$ cat config.mk
export PLATFORM = sky130hd
export DESIGN_NAME = segasys1_hvgen_flat
export DESIGN_NICKNAME = d
export VERILOG_FILES = /design/src/rtl/segasys1_hvgen_if.sv /design/src/rtl/segasys1_hvgen.sv /design/src/flat_wrapper.sv
export SDC_FILE = /design/constraint.sdc
export NUM_CORES = 1
export LEC_CHECK = 0
export ABC_AREA = 1
export ABC_CLOCK_PERIOD_IN_PS = 2800
export BUFFER_PORTS_ARGS = -buffer_cell sky130_fd_sc_hd__buf_2
export CORE_MARGIN = 5
export CORE_UTILIZATION = 59
export CTS_CLUSTER_SIZE = 8
export DETAILED_ROUTE_END_ITERATION = 8
export PLACE_DENSITY = 0.85
export SETUP_SLACK_MARGIN = 0.2
export SYNTH_ARGS = -nofsm -noshare
export SYNTH_HDL_FRONTEND = slang
export SYNTH_SLANG_ARGS = --single-unit
$ cat constraint.sdc
create_clock -name VCLKx8 -period 2.8 [get_ports VCLKx8]
set_clock_uncertainty 0.2 [all_clocks]
set_input_delay 0.28 -clock VCLKx8 [delete_from_list [all_inputs] [get_ports VCLKx8]]
set_output_delay 0.28 -clock VCLKx8 [all_outputs]
set_load 0.005 [all_outputs]
$ cat src/rtl/segasys1_hvgen_if.sv
// rtl/segasys1_hvgen_if.sv - sync offset inputs and video timing outputs of segasys1_hvgen
interface segasys1_hvgen_if;
    logic [3:0] HOFFS;
    logic [3:0] VOFFS;
    logic       PCLK_EN;
    logic [8:0] PH;
    logic [8:0] PV;
    logic       HBLANK;
    logic       VBLANK;
    logic       HSYNC;
    logic       VSYNC;
    logic       LINE_START;
    logic       FRAME_START;

    modport master (
        input  HOFFS, VOFFS,
        output PCLK_EN, PH, PV, HBLANK, VBLANK, HSYNC, VSYNC, LINE_START, FRAME_START
    );

    modport slave (
        output HOFFS, VOFFS,
        input  PCLK_EN, PH, PV, HBLANK, VBLANK, HSYNC, VSYNC, LINE_START, FRAME_START
    );
endinterface

$ cat src/rtl/segasys1_hvgen.sv
// rtl/segasys1_hvgen.sv - Sega System 1 H/V video timing generator; HVGEN_SYNC_SHIFT_EN enables HOFFS/VOFFS sync shift
module segasys1_hvgen #(
    parameter int H_TOTAL  = 320,
    parameter int H_ACTIVE = 256,
    parameter int HS_START = 280,
    parameter int HS_WIDTH = 24,
    parameter int V_TOTAL  = 260,
    parameter int V_ACTIVE = 224,
    parameter int VS_START = 236,
    parameter int VS_LINES = 3
) (
    input  logic             VCLKx8,
    input  logic             RESET,
    segasys1_hvgen_if.master hv
);
    logic [2:0]  div_q, div_d;
    logic [8:0]  ph_q, ph_d, pv_q, pv_d;
    logic        hblank_q, hblank_d, vblank_q, vblank_d;
    logic        hsync_q, hsync_d, vsync_q, vsync_d;
    logic        line_start_q, line_start_d, frame_start_q, frame_start_d;

    logic        step;
    logic        ph_wrap, pv_wrap;
    logic [8:0]  ph_next, pv_next;
    logic [3:0]  hofs, vofs;
    logic [10:0] hs_lo, hs_hi, vs_lo, vs_hi;
    logic        in_hs, in_vs;

    // One pixel step every eighth VCLKx8 cycle; never during reset.
    assign step = (div_q == 3'd7) && !RESET;

`ifdef HVGEN_SYNC_SHIFT_EN
    logic [3:0] hofs_q, hofs_d, vofs_q, vofs_d;

    // Offsets are captured only on the frame wrap so a frame never sees a torn sync position.
    always_comb begin
        hofs_d = hofs_q;
        vofs_d = vofs_q;
        if (step && ph_wrap && pv_wrap) begin
            hofs_d = hv.HOFFS;
            vofs_d = hv.VOFFS;
        end
    end

    // Offset latch registers.
    always_ff @(posedge VCLKx8) begin
        if (RESET) begin
            hofs_q <= 4'd0;
            vofs_q <= 4'd0;
        end else begin
            hofs_q <= hofs_d;
            vofs_q <= vofs_d;
        end
    end

    assign hofs = hofs_q;
    assign vofs = vofs_q;
`else
    assign hofs = 4'd0;
    assign vofs = 4'd0;
`endif

    // Position the counters will hold after the current pixel step.
    always_comb begin
        ph_wrap = (ph_q == 9'(H_TOTAL - 1));
        pv_wrap = (pv_q == 9'(V_TOTAL - 1));
        ph_next = ph_wrap ? 9'd0 : ph_q + 9'd1;
        pv_next = pv_q;
        if (ph_wrap) begin
            pv_next = pv_wrap ? 9'd0 : pv_q + 9'd1;
        end
    end

    // Sync windows shifted by the signed offsets; parameters keep them inside the raster.
    always_comb begin
        hs_lo = 11'(HS_START) + {{7{hofs[3]}}, hofs};
        hs_hi = hs_lo + 11'(HS_WIDTH - 1);
        vs_lo = 11'(VS_START) + {{7{vofs[3]}}, vofs};
        vs_hi = vs_lo + 11'(VS_LINES - 1);
        in_hs = ({2'b00, ph_next} >= hs_lo) && ({2'b00, ph_next} <= hs_hi);
        in_vs = ({2'b00, pv_next} >= vs_lo) && ({2'b00, pv_next} <= vs_hi);
    end

    // Counter and timing-output next state; strobes last only the cycle after a step.
    always_comb begin
        div_d         = div_q + 3'd1;
        ph_d          = ph_q;
        pv_d          = pv_q;
        hblank_d      = hblank_q;
        vblank_d      = vblank_q;
        hsync_d       = hsync_q;
        vsync_d       = vsync_q;
        line_start_d  = 1'b0;
        frame_start_d = 1'b0;
        if (step) begin
            ph_d          = ph_next;
            pv_d          = pv_next;
            hblank_d      = (ph_next >= 9'(H_ACTIVE));
            vblank_d      = (pv_next >= V_ACTIVE[8:0]);
            hsync_d       = in_hs;
            if (in_hs && !hsync_q) begin
                vsync_d = in_vs;
            end
            line_start_d  = (ph_next == 9'd0);
            frame_start_d = (ph_next == 9'd0) && (pv_next == 9'd0);
        end
    end

    // Timing state registers.
    always_ff @(posedge VCLKx8) begin
        if (RESET) begin
            div_q         <= 3'd0;
            ph_q          <= 9'd0;
            pv_q          <= 9'd0;
            hblank_q      <= 1'b0;
            vblank_q      <= 1'b0;
            hsync_q       <= 1'b0;
            vsync_q       <= 1'b0;
            line_start_q  <= 1'b0;
            frame_start_q <= 1'b0;
        end else begin
            div_q         <= div_d;
            ph_q          <= ph_d;
            pv_q          <= pv_d;
            hblank_q      <= hblank_d;
            vblank_q      <= vblank_d;
            hsync_q       <= hsync_d;
            vsync_q       <= vsync_d;
            line_start_q  <= line_start_d;
            frame_start_q <= frame_start_d;
        end
    end

    assign hv.PCLK_EN     = step;
    assign hv.PH          = ph_q;
    assign hv.PV          = pv_q;
    assign hv.HBLANK      = hblank_q;
    assign hv.VBLANK      = vblank_q;
    assign hv.HSYNC       = hsync_q;
    assign hv.VSYNC       = vsync_q;
    assign hv.LINE_START  = line_start_q;
    assign hv.FRAME_START = frame_start_q;
endmodule

$ cat src/flat_wrapper.sv
// flat-port wrapper written by rule: the top's interface ports become plain ports
module segasys1_hvgen_flat 
#(
    parameter int H_TOTAL  = 320,
    parameter int H_ACTIVE = 256,
    parameter int HS_START = 280,
    parameter int HS_WIDTH = 24,
    parameter int V_TOTAL  = 260,
    parameter int V_ACTIVE = 224,
    parameter int VS_START = 236,
    parameter int VS_LINES = 3
)
  (VCLKx8, RESET, hv_HOFFS, hv_VOFFS, hv_PCLK_EN, hv_PH, hv_PV, hv_HBLANK, hv_VBLANK, hv_HSYNC, hv_VSYNC, hv_LINE_START, hv_FRAME_START);
  segasys1_hvgen_if hv_i ();
  input  logic VCLKx8;
  input  logic RESET;
  input wire logic [$bits(hv_i.HOFFS)-1:0] hv_HOFFS;
  input wire logic [$bits(hv_i.VOFFS)-1:0] hv_VOFFS;
  output wire logic [$bits(hv_i.PCLK_EN)-1:0] hv_PCLK_EN;
  output wire logic [$bits(hv_i.PH)-1:0] hv_PH;
  output wire logic [$bits(hv_i.PV)-1:0] hv_PV;
  output wire logic [$bits(hv_i.HBLANK)-1:0] hv_HBLANK;
  output wire logic [$bits(hv_i.VBLANK)-1:0] hv_VBLANK;
  output wire logic [$bits(hv_i.HSYNC)-1:0] hv_HSYNC;
  output wire logic [$bits(hv_i.VSYNC)-1:0] hv_VSYNC;
  output wire logic [$bits(hv_i.LINE_START)-1:0] hv_LINE_START;
  output wire logic [$bits(hv_i.FRAME_START)-1:0] hv_FRAME_START;
  assign hv_i.HOFFS = hv_HOFFS;
  assign hv_i.VOFFS = hv_VOFFS;
  assign hv_PCLK_EN = hv_i.PCLK_EN;
  assign hv_PH = hv_i.PH;
  assign hv_PV = hv_i.PV;
  assign hv_HBLANK = hv_i.HBLANK;
  assign hv_VBLANK = hv_i.VBLANK;
  assign hv_HSYNC = hv_i.HSYNC;
  assign hv_VSYNC = hv_i.VSYNC;
  assign hv_LINE_START = hv_i.LINE_START;
  assign hv_FRAME_START = hv_i.FRAME_START;
  segasys1_hvgen #(.H_TOTAL(H_TOTAL), .H_ACTIVE(H_ACTIVE), .HS_START(HS_START), .HS_WIDTH(HS_WIDTH), .V_TOTAL(V_TOTAL), .V_ACTIVE(V_ACTIVE), .VS_START(VS_START), .VS_LINES(VS_LINES)) u_core (.VCLKx8(VCLKx8), .RESET(RESET), .hv(hv_i));
endmodule
---- After elaboration in Yosys (flattened, before gate mapping) ----
Cells that the tools add are included.
storage, ports and cells
  input port bits ......................... 10
  output and inout port bits .............. 25
  logic and storage cells ................. 36
  register bits after elaboration ......... 27
operators by class
  add/sub/neg operators ................... 3
  mux-type cells .......................... 3
  reductions and logical operators ........ 11
  $lt $le $gt $ge ......................... 6
  bitwise logic cells ..................... 1
  eq/ne operators ......................... 3
operators with widths
  cell                                                               count
  2-to-1 mux 9 bit                                                   3
  adder 9 x 1 -> 9 bit, second input constant                        2
  equality test 9 bit, second input constant                         2
  greater-or-equal comparator 9 x 8 -> 1 bit, second input constant  2
  greater-or-equal comparator 9 bit, second input constant           2
  logical NOT 9 bit                                                  2
  less-or-equal comparator 9 x 8 -> 1 bit, second input constant     1
  less-or-equal comparator 9 bit, second input constant              1
  logical AND 1 bit                                                  5
  adder 3 x 1 -> 3 bit, second input constant                        1
  equality test 3 bit, second input constant                         1
  logical NOT 1 bit                                                  2
  AND reduction 2 bit                                                1
  OR reduction 2 bit                                                 1
  inverter 1 bit                                                     1

---- Logic depth before layout (Yosys ltp) ----
Gate-level depths: netlist of run 1.
  depth after elaboration ................. 6
  depth in mapped cells ................... 12
  depth with buffers taken out ............ 12

---- Worst setup path before layout of run 1 ----
Ideal clock, no wire load.
  kind .................................... register to register
  start ................................... reg u_core.ph_q[0] (netlist: u_core.hv.PH[0])
  end ..................................... reg u_core.vsync_q (netlist: u_core.hv.VSYNC)
  buffers on the path ..................... 1
  slack ................................... 909 ps
  period minus slack after synthesis ...... 1891 ps
  library setup time ...................... 66 ps
  data arrival time ....................... 1625 ps
  cell stages (with the launch flop) ...... 11
  cell sequence ........................... dfxtp_1 > ha_1 > nand3_1 > nor2_2 > nand2_2 > buf_6 > o21ai_2 > nand2_1 > nor2_1 > nand3_1 > a21oi_2
on the way
  longest elaborated chain between the ends .. 6
  elaborated cells between the ends (all ways) .. 12
  those cells by class .................... add/sub (1); order compare (4); eq/ne (1); mux (2); reduce/logical (4)
RTL lines
  item                                                                                 line                                        source
  from (decl)                                                                          segasys1_hvgen.sv:17                        logic [8:0] ph_q, ph_d, pv_q, pv_d;
  from (signal assigned)                                                               segasys1_hvgen.sv:123                       ph_q <= ph_d;
  adder 9 x 1 -> 9 bit or equality test 9 bit (tied branches)                          segasys1_hvgen.sv:67, segasys1_hvgen.sv:65
  2-to-1 mux 9 bit                                                                     segasys1_hvgen.sv:67                        ph_next = ph_wrap ? 9'd0 : ph_q + 9'd1;
  greater-or-equal comparator 9 bit or less-or-equal comparator 9 bit (tied branches)  segasys1_hvgen.sv:80                        in_hs = ({2'b00, ph_next} >= hs_lo) && ({2'b00, ph_next} <= hs_hi);
  logical AND 1 bit                                                                    segasys1_hvgen.sv:80
  logical AND 1 bit                                                                    segasys1_hvgen.sv:101                       if (in_hs && !hsync_q) begin
  AND reduction 2 bit (no source line)                                                 --
  to (signal assigned)                                                                 segasys1_hvgen.sv:128                       vsync_q <= vsync_d;
  to (decl)                                                                            segasys1_hvgen.sv:19                        logic hsync_q, hsync_d, vsync_q, vsync_d;
Several ways; a longest one is shown, not always the timed one.
A chain may end at the register's enable or synchronous reset.

---- Worst setup path after layout of run 1 ----
  start ................................... reg u_core.ph_q[1] (netlist: u_core.hv.PH[1])
  end ..................................... reg u_core.frame_start_q (netlist: u_core.hv.FRAME_START)
on the way
  longest elaborated chain between the ends .. 4
  elaborated cells between the ends (all ways) .. 7
  those cells by class .................... add/sub (1); eq/ne (1); mux (2); reduce/logical (3)
RTL lines
  item                                                         line                                        source
  adder 9 x 1 -> 9 bit or equality test 9 bit (tied branches)  segasys1_hvgen.sv:67, segasys1_hvgen.sv:65
  2-to-1 mux 9 bit, on equally long branches                   segasys1_hvgen.sv:67, segasys1_hvgen.sv:69
  logical NOT 9 bit                                            segasys1_hvgen.sv:105                       frame_start_d = (ph_next == 9'd0) && (pv_next == 9'd0);
  logical AND 1 bit *                                          segasys1_hvgen.sv:105
  to (signal assigned)                                         segasys1_hvgen.sv:130                       frame_start_q <= frame_start_d;
  to (decl)                                                    segasys1_hvgen.sv:20                        logic line_start_q, line_start_d, frame_start_q, frame_start_d;
Mark *: on every way between the ends. The rest lies on a longest branch, timed or not.

==> flow_metrics.tcl, run 1 <==
set metrics [dict create \
    outcome "finished, final reports clean" \
    cp_max_fo 12 \
    antenna_found_initial 0 \
    final.setup.tns_ns 0 \
    p_switching_mw 0.134 \
    slew_headroom_pct 73.3 \
    die-width_um 63.8 \
    irDropWorstVdd_mv 0.280 \
    numCtsBuffers 3 \
    required_ns 2.87 \
    rrSetupSlack_ns 0.55 \
    reg2reg_depth 11 \
    ys_ff_latch 27 \
    final_cells 324 \
    combPwrFrac_pct 4.1 \
    place_area_sq_mm 0.00187 \
    fin_nets 310 \
    post_cts_resized 0 \
    leakage_nw 1.02 \
    seqPwrFrac_pct 67.0 \
    clk_pin_slew_ns 0.14 \
    multi_input_comb_area_sq_um 988 \
    seq_area_frac_synth_pct 31.6 \
    ios 35 \
    seqCellArea_sq_um 541 \
    grt_overflow 0 \
    min_path_type "primary input to flip-flop" \
    dr_wl_met3_um 319 \
    cts_sinks 27 \
    post-route-drc-count 0 \
    synth_fp_nets 282 \
    numPortBuffers 26 \
    wl_per_cell_um 12.5 \
    clk_path_buf_depth 2 \
    cp-start-kind "flip-flop" \
    cpMaxStageDelayCell "dfxtp_1" \
    power_frac_clock_pct 29.0 \
    diodes 0 \
    post-cts-setup-buffers 0 \
    fillers 260 \
    hold_viol 0 \
    dr.pass1.iters 4 \
    async_flop_share_pct 0 \
    syn_area_per_cell_sq_um 6.43 \
    syn2layout_area_growth_pct 10.8 \
    tightest_slew_ns 0.399 \
    min_period_over_period_pct 80.5 \
    cp.arrival_ns 2.32 \
    synth_edf_count 0 \
    first_iter_violations 149 \
    grt_usage_pct 20.6 \
    slew_violations 0 \
    clk_latency_ns 0.32 \
    grt_pass1_vias 1582 \
    synthFlopType "dfxtp_1" \
    finalPower_mw 0.587 \
    worstSetupStartpoint "u_core.hv.PH[1]" \
    setup_violations 0 \
    rr_startpoint "u_core.hv.PH[1]" \
    cts-hold-fix-buffers 0 \
    wirelength_um 4050 \
    rr_endpoint "u_core.hv.FRAME_START" \
    core_sq_mm 0.00276 \
    dr_wl_met2_um 1860 \
    wl_met1_um 1840 \
    die-height_um 63.8 \
    cpPeakStageDelay_ns 0.46 \
    grt_max_degree 17 \
    num_rows 19 \
    hpwlAfterDp_um 3010 \
    grt_pass1_wl_um 7010 \
    max_cap_violations 0 \
    critPathKind "flip-flop to flip-flop" \
    syn_area_sq_mm 0.00171 \
    fin_area_sq_mm 0.00189 \
    dr.max_layer_used "met4" \
    gp_congestion 0.946 \
    crit_chain "ha_1, nand3_1, nor2_2, nand2_2, nor2_1, nand2_1, nand2_1, inv_1, nor3_1, nand2_1, nor2_1" \
    cts_tree "yes" \
    root_buffer "clkbuf_4" \
    internal_power_mw 0.453 \
    die_area_sq_mm 0.00407 \
    worst_path_most_repeated_cell "nand2_1" \
    p_sw_share_pct 22.8 \
    yosysUniqueCellTypes 31 \
    h-tree-depth 1 \
    endpoint "u_core.hv.FRAME_START" \
    place_inst 320 \
    power_density_mw_per_mm2 310 \
    vias_per_cell 5.38 \
    ys.warnings.count 0 \
    ant_nets 0 \
    fmax_mhz 444 \
    rsz0062_at_grt "false" \
    min_period_ns 2.25 \
    drive_above_1_share_pct 17.7 \
    vias 1742 \
    final_core_util_pct 68.6 \
    start_util_pct 62.0 \
    endpoint_kind "flip-flop" \
    synthCells 266 \
]
## per-stage QoR
stage / setup WS [ns] / hold WS [ns]
4_1_cts: 0.558 / 0.110
3_5_place_dp: 0.604 / 0.211
2_1_floorplan: 0.909 / 0.190
3_3_place_gp: 0.657 / 0.198
6_report: 0.547 / 0.112
5_1_grt: 0.316 / 0.121
## sequential cells by signal, summed over array words and instances, names as in the netlist
register / count
u_core.hv.VBLANK: 1
u_core.hv.PH: 9
u_core.hv.FRAME_START: 1
u_core.div_q: 3
u_core.hv.PV: 9
u_core.hv.HBLANK: 1
u_core.hv.HSYNC: 1
u_core.hv.LINE_START: 1
u_core.hv.VSYNC: 1
## worst max-delay path: cells and delay by family, from the launching register on
| family | cells | cell delay, ns |
|---|---|---|
| AND/OR/NAND/NOR | 9 | 1.23 |
| buffers and inverters | 1 | 0.06 |
| adder cells (fa/ha/maj) | 1 | 0.24 |
| flip-flops | 1 | 0.46 |
## worst min-delay path by stage
stage / start / end / slack [ns] / depth (start not counted)
after floorplan: u_core.div_q[0] / u_core.div_q[0] / 0.19 / 1
after global placement: u_core.div_q[0] / u_core.div_q[0] / 0.20 / 1
after detailed placement: u_core.div_q[0] / u_core.div_q[0] / 0.21 / 1
after CTS: RESET / u_core.div_q[1] / 0.11 / 2
after global routing: RESET / u_core.div_q[0] / 0.12 / 2
final: RESET / u_core.div_q[2] / 0.11 / 2
## cells by family after synthesis
group                    Yosys count  synth area share (%)
AO/OA/AOI/OAI                     38                  12.5
XOR/XNOR                           2                  1.03
flip-flops                        27                  31.6
AND/OR/NAND/NOR                  147                  39.9
adder cells (fa/ha/maj)            6                  4.39
buffers and inverters             46                  10.5
## layout make-up
| cell class | instances | area share, % |
|---|---|---|
| Timing Repair Buffer | 28 | 7.67 |
| Clock buffer | 4 | 1.39 |
| Inverter | 41 | 8.13 |
| Multi-Input combinational cell | 193 | 52.2 |
| Tap cell | 31 | 2.05 |
| Sequential cell | 27 | 28.6 |
## routing by layer
layer / GRT usage [%] / vias up
li1: - / 905
met1: 28.1 / 773
met2: 33.5 / 60
met3: 3.33 / 4
met4: 5.71 / 0
met5: 0 / -
## cell usage in the layout (no fill, tap or decap), types with 2 or more instances in the layout
| master | count |
|---|---|
| nand3_1 | 23 |
| nand3_2 | 2 |
| o211ai_1 | 2 |
| inv_1 | 38 |
| inv_2 | 3 |
| nand4_1 | 5 |
| nor2_4 | 3 |
| nor2_2 | 3 |
| o21ai_0 | 16 |
| nand2_1 | 73 |
| ha_1 | 6 |
| buf_4 | 2 |
| buf_2 | 26 |
| dfxtp_1 | 27 |
| nor2_1 | 28 |
| a21oi_1 | 13 |
| clkbuf_4 | 3 |
| nand2_2 | 5 |
## synth_stat cells, drive strengths merged (2+ instances only)
master / count / area [sq um]
dfxtp: 27 / 541
nand3: 25 / 135
inv: 41 / 154
nor3: 2 / 15.0
nand4: 5 / 31.3
clkbuf: 4 / 15.0
o211ai: 2 / 15.0
o21ai: 18 / 93.8
nand2: 79 / 317
ha: 6 / 75.1
nor2: 35 / 178
a21oi: 14 / 73.8
## power groups by stage
stage | Clock, mW | Combinational, mW | Sequential [mW]
after CTS | 0.173 | 0.0241 | 0.393
after floorplan | 0 | 0.0162 | 0.401
after detailed placement | 0 | 0.0240 | 0.402
final | 0.170 | 0.0240 | 0.393
after global routing | 0.192 | 0.0286 | 0.394
after global placement | 0 | 0.0234 | 0.401
(Power assumes the default switching activity.)
==> run 2, diff against run 1 <==
--- a/config.mk
+++ b/config.mk
@@ -6,13 +6,13 @@
 export NUM_CORES = 1
 export LEC_CHECK = 0
 export ABC_AREA = 1
-export ABC_CLOCK_PERIOD_IN_PS = 2800
+export ABC_CLOCK_PERIOD_IN_PS = 2200
 export BUFFER_PORTS_ARGS = -buffer_cell sky130_fd_sc_hd__buf_2
 export CORE_MARGIN = 5
-export CORE_UTILIZATION = 59
+export CORE_UTILIZATION = 54
 export CTS_CLUSTER_SIZE = 8
 export DETAILED_ROUTE_END_ITERATION = 8
-export PLACE_DENSITY = 0.85
+export PLACE_DENSITY = 0.79
 export SETUP_SLACK_MARGIN = 0.2
 export SYNTH_ARGS = -nofsm -noshare
 export SYNTH_HDL_FRONTEND = slang
==> constraint.sdc (replaced) <==
create_clock -name VCLKx8 -period 2.2 [get_ports VCLKx8]
set_clock_uncertainty 0.2 [all_clocks]
set_input_delay 0.22 -clock VCLKx8 [delete_from_list [all_inputs] [get_ports VCLKx8]]
set_output_delay 0.22 -clock VCLKx8 [all_outputs]
set_load 0.005 [all_outputs]
==> run 2 against run 1 <==
Combinational power increased by 43%. Hold slack lost 0.080 ns. Largest power group unchanged. Critical endpoint unchanged. Largest cell class unchanged. Clock power rose by 36%. Wire length grew 13%.
==> flow_metrics.tcl, run 2 (same netlist as run 1, synthesis figures left out) <==
set metrics [dict create \
    ant_nets 0 \
    path_buf_inv 1 \
    cpPeakStageDelay_ns 0.39 \
    post-route-drc-count 0 \
    start_util_pct 56.0 \
    clk_latency_ns 0.34 \
    finalPower_mw 0.766 \
    wirelength_um 4580 \
    hold-worst-slack_ns 0.0311 \
    whs_path_depth 2 \
    cts_tree "yes" \
    root_buffer "clkbuf_4" \
    die_area_sq_mm 0.00439 \
    rr_endpoint "u_core.hv.FRAME_START" \
    syn2layout_area_growth_pct 28.3 \
    wl_per_cell_um 12.9 \
    endpoint "u_core.hv.FRAME_START" \
    grt_usage_pct 20.5 \
    grt_pass1_vias 1570 \
    endpoint_kind "flip-flop" \
    vias_per_cell 5.24 \
    grt_max_degree 17 \
    required_ns 2.29 \
    hold_viol 0 \
    rrSetupSlack_ns 0.22 \
    clk_path_buf_depth 2 \
    vias 1864 \
    final_common_cell "nand2_1" \
    fillers 260 \
    reg2reg_depth 12 \
    numCtsBuffers 3 \
    cts_sinks 27 \
    grt_pass1_wl_um 7070 \
    worstSetupStartpoint "u_core.hv.PH[1]" \
    num_rows 20 \
    antenna_found_initial 0 \
    die-width_um 66.3 \
    power_density_mw_per_mm2 349 \
    cpMaxStageDelayCell "dfxtp_2" \
    crit_chain "ha_4, nand2_4, nor2_4, nand2_4, nor2_8, buf_12, nand2_1, nand2_2, nand3_2, nor3_2, nand2_1, nor2_1" \
    tightest_slew_ns 0.386 \
    fmax_mhz 504 \
    ios 35 \
    min_from "RESET" \
    path_depth 12 \
    place_inst 336 \
    critPathKind "flip-flop to flip-flop" \
    slew_violations 0 \
    fin_nets 329 \
    layout_common_cells "64 x nand2_1, 38 x inv_1, 26 x buf_2" \
    outcome "finished, final reports clean" \
    setup_violations 0 \
    rsz0062_at_grt "false" \
    diodes 0 \
    cp.arrival_ns 2.07 \
    cp_top_family "simple AND/OR/NAND/NOR gates" \
    hpwlAfterDp_um 3010 \
    dr.pass1.iters 4 \
    numPortBuffers 26 \
    final.setup.tns_ns 0 \
    clk_pin_slew_ns 0.16 \
    cp_max_fo 5 \
    irDropWorstVdd_mv 0.292 \
    h-tree-depth 1 \
    final_cells 356 \
    first_iter_violations 195 \
    core_sq_mm 0.00305 \
    grt_overflow 0 \
    min_path_type "primary input to flip-flop" \
    cts-hold-fix-buffers 0 \
    final_core_util_pct 71.8 \
    leakage_nw 1.15 \
    slew_headroom_pct 74.2 \
    cp-start-kind "flip-flop" \
    rr_startpoint "u_core.hv.PH[1]" \
    min_period_over_period_pct 90.1 \
    max_cap_violations 0 \
    min_period_ns 1.98 \
    gp_congestion 0.907 \
    die-height_um 66.3 \
    drive_above_1_share_pct 32.7 \
]
run 2: cell count changes in the layout (fill, tap and decap cells not counted), moves of 2 or more:
| cell | change |
|---|---|
| ha_4 | +2 |
| nand3_2 | +4 |
| nand2_4 | +2 |
| nor2_2 | +2 |
| nor2_1 | -3 |
| buf_4 | +16 |
| ha_1 | -3 |
| nand2_1 | -9 |
| nand3_1 | -5 |
| dfxtp_1 | -9 |
| nand2_2 | +8 |
| dfxtp_2 | +9 |
run 2: per-stage QoR:
stage	instance area [sq um]	setup WS, ns
2_1_floorplan	1710	0.309
3_3_place_gp	1910	0.198
3_5_place_dp	1910	0.190
4_1_cts	1960	0.195
5_1_grt	2190	0.158
6_report	2190	0.217
run 2: layer usage:
| metal | share of wire (%) | vias up | wire length (um) | GRT usage [%] |
|---|---|---|---|---|
| met4 | 1.2 | 0 | 57 | 6.35 |
| met3 | 6.3 | 10 | 288 | 2.72 |
| met2 | 45 | 72 | 2080 | 33.0 |
| met5 | 0 | - | 0 | 0 |
| met1 | 47 | 843 | 2150 | 28.2 |
| li1 | - | 939 | - | - |
run 2: worst min-delay path by stage:
stage,end,slack (ns)
after floorplan,u_core.hv.PH[7],0.18
after global placement,u_core.div_q[0],0.20
after detailed placement,u_core.div_q[0],0.21
after CTS,u_core.hv.HSYNC,0.02
after global routing,u_core.hv.HSYNC,0.03
final,u_core.hv.HSYNC,0.03
run 2: where the power goes:
part	internal, mW	switching (mW)
clock	0.0697	0.161
combinational	0.0123	0.0221
sequential	0.496	0.00491
total	0.578	0.188
run 2: timing repair:
action                                  in CTS  in global routing
gates resized for setup                      1                 39
pin swaps                                    1                 19
buffers inserted                             3                 12
gates cloned                                 0                  1
endpoints found under the setup margin       2                  4
run 2: final cells by class:
type                            instances  area [sq um]  share of cell area (%)
Clock buffer                            3          22.5                    1.03
Clock inverter                          1          7.51                   0.342
Inverter                               41           154                    7.02
Multi-Input combinational cell        194          1100                    50.4
Sequential cell                        27           552                    25.2
Tap cell                               44          55.1                    2.51
Timing Repair Buffer                   46           297                    13.5
==> run 3, diff against run 2 <==
--- a/config.mk
+++ b/config.mk
@@ -8,6 +8,7 @@
 export ABC_AREA = 1
 export ABC_CLOCK_PERIOD_IN_PS = 2200
 export BUFFER_PORTS_ARGS = -buffer_cell sky130_fd_sc_hd__buf_2
+export CORE_ASPECT_RATIO = 0.5
 export CORE_MARGIN = 5
 export CORE_UTILIZATION = 54
 export CTS_CLUSTER_SIZE = 8
==> run 3 against run 2 <==
Sequential power barely moved. Critical path depth rose by 2. Global-route usage fell by 0.23 points. Power rose by 9.0%. Largest cell class unchanged. Largest power group unchanged.
==> flow_metrics.tcl, run 3 (same netlist as run 1, synthesis figures left out) <==
set metrics [dict create \
    wirelength_um 4490 \
    root_buffer "clkbuf_8" \
    grt_pass1_wl_um 7200 \
    power_density_mw_per_mm2 398 \
    tightest_slew_ns 0.404 \
    start_util_pct 56.7 \
    h-tree-depth 1 \
    die-width_um 89.6 \
    grtUsageMet1_pct 27.1 \
    rrSetupSlack_ns 0.28 \
    vias_per_cell 5.26 \
    fillers 264 \
    syn2layout_area_growth_pct 22.7 \
    cts_sinks 27 \
    leakage_nw 1.10 \
    cpMaxStageDelayCell "dfxtp_2" \
    post-route-drc-count 0 \
    cp.arrival_ns 1.94 \
    use_met3_pct 5.66 \
    fmax_mhz 521 \
    numCtsBuffers 3 \
    wl_per_cell_um 13.1 \
    gp_congestion 0.924 \
    cp-start-kind "flip-flop" \
    die_area_sq_mm 0.00446 \
    finalPower_mw 0.835 \
    worst_path_most_repeated_cell "nand2_1" \
    clk_pin_slew_ns 0.11 \
    cp_max_fo 3 \
    min_path_type "primary input to flip-flop" \
    grt_overflow 0 \
    num_rows 14 \
    layout_common_cells "69 x nand2_1, 38 x inv_1, 26 x nor2_1, 26 x buf_2, 22 x dfxtp_1" \
    first_iter_violations 109 \
    cp_top_family "simple AND/OR/NAND/NOR gates" \
    clk_latency_ns 0.28 \
    antenna_found_initial 0 \
    drive_above_1_share_pct 26.3 \
    grt_busiest_layer "met2" \
    max_cap_violations 0 \
    setup_violations 0 \
    clk_path_buf_depth 2 \
    hold_viol 0 \
    path_buf_inv 2 \
    grt_max_degree 17 \
    seqCellArea_sq_um 547 \
    final_common_cell "nand2_1" \
    grtUsageMet2_pct 33.0 \
    fin_nets 321 \
    vias 1810 \
    min_period_over_period_pct 87.3 \
    multi_input_comb_area_sq_mm 0.00106 \
    ant_nets 0 \
    grt_usage_pct 20.3 \
    diodes 0 \
    numPortBuffers 26 \
    grt_pass1_vias 1595 \
    cpPeakStageDelay_ns 0.36 \
    slew_violations 0 \
    crit_chain "ha_4, nand2_2, nor2_4, buf_4, buf_4, nand2_1, nand2_1, nand2_2, nand2_2, nor2_4, nand3_1, nand2_1, nand2_1, a21oi_2" \
    cts_tree "yes" \
    irDropWorstVdd_mv 0.295 \
    outcome "finished, final reports clean" \
    endpoint_kind "flip-flop" \
    hpwlAfterDp_um 3170 \
    core_sq_mm 0.00301 \
    critPathKind "flip-flop to flip-flop" \
    ios 35 \
    die-height_um 49.8 \
    final.setup.tns_ns 0 \
    min_period_ns 1.92 \
    required_ns 2.22 \
    dr.pass1.iters 4 \
    slew_headroom_pct 73.0 \
    rsz0062_at_grt "false" \
]
-- run 3: worst min-delay path, stage by stage --
cell	delay [ns]
buf_2	0.11
nor2_4	0.05
inv_4	0.10
o21ai_0	0.09
-- run 3: metal layers --
metal	vias to the layer above	part of all wire, %
met5	-	0
met3	4	7.0
met1	820	46
met4	0	0.38
li1	921	-
met2	65	47
-- run 3: worst paths after layout --
| kind | endpoint | from | cells past startpoint |
|---|---|---|---|
| setup reg to reg | u_core.hv.VSYNC | u_core.hv.PH[0] | 14 |
| hold / removal | u_core.hv.PH[4] | RESET | 4 |
| setup / recovery | u_core.hv.VSYNC | u_core.hv.PH[0] | 14 |
| hold reg to reg | u_core.div_q[0] | u_core.div_q[0] | 1 |
-- run 3: area by class of cell --
type	instances	share of cell area, %
multi-input combinational	193	50.4
clock buffer	3	1.97
inverter	41	7.46
clock inverter	1	0.358
tap	40	2.39
sequential	27	26.1
timing repair buffer	39	11.4
-- run 3: timing repair --
item	4_1_cts	5_1_grt
resized for setup	2	25
pin swaps	1	6
hold buffers	0	0
setup endpoints to repair	2	5
setup buffers	1	7
-- run 3: per-stage QoR --
| stage | util (%) | worst slack (ns) | cell area (sq um) | cells | hold slack, ns |
|---|---|---|---|---|---|
| 5_1_grt | 69.6 | 0.153 | 2100 | 344 | 0.156 |
| 6_report | 69.6 | 0.279 | 2100 | 344 | 0.144 |
| 2_1_floorplan | - | 0.309 | 1710 | 266 | 0.176 |
| 3_3_place_gp | 63.1 | 0.193 | 1900 | 332 | 0.200 |
| 3_5_place_dp | 63.1 | 0.146 | 1900 | 332 | 0.211 |
| 4_1_cts | 65.3 | 0.200 | 1970 | 337 | 0.156 |
-- run 3: report_power, final --
group          switching (mW)  internal [mW]
Clock                   0.172          0.129
Combinational          0.0219         0.0121
Sequential            0.00492          0.495
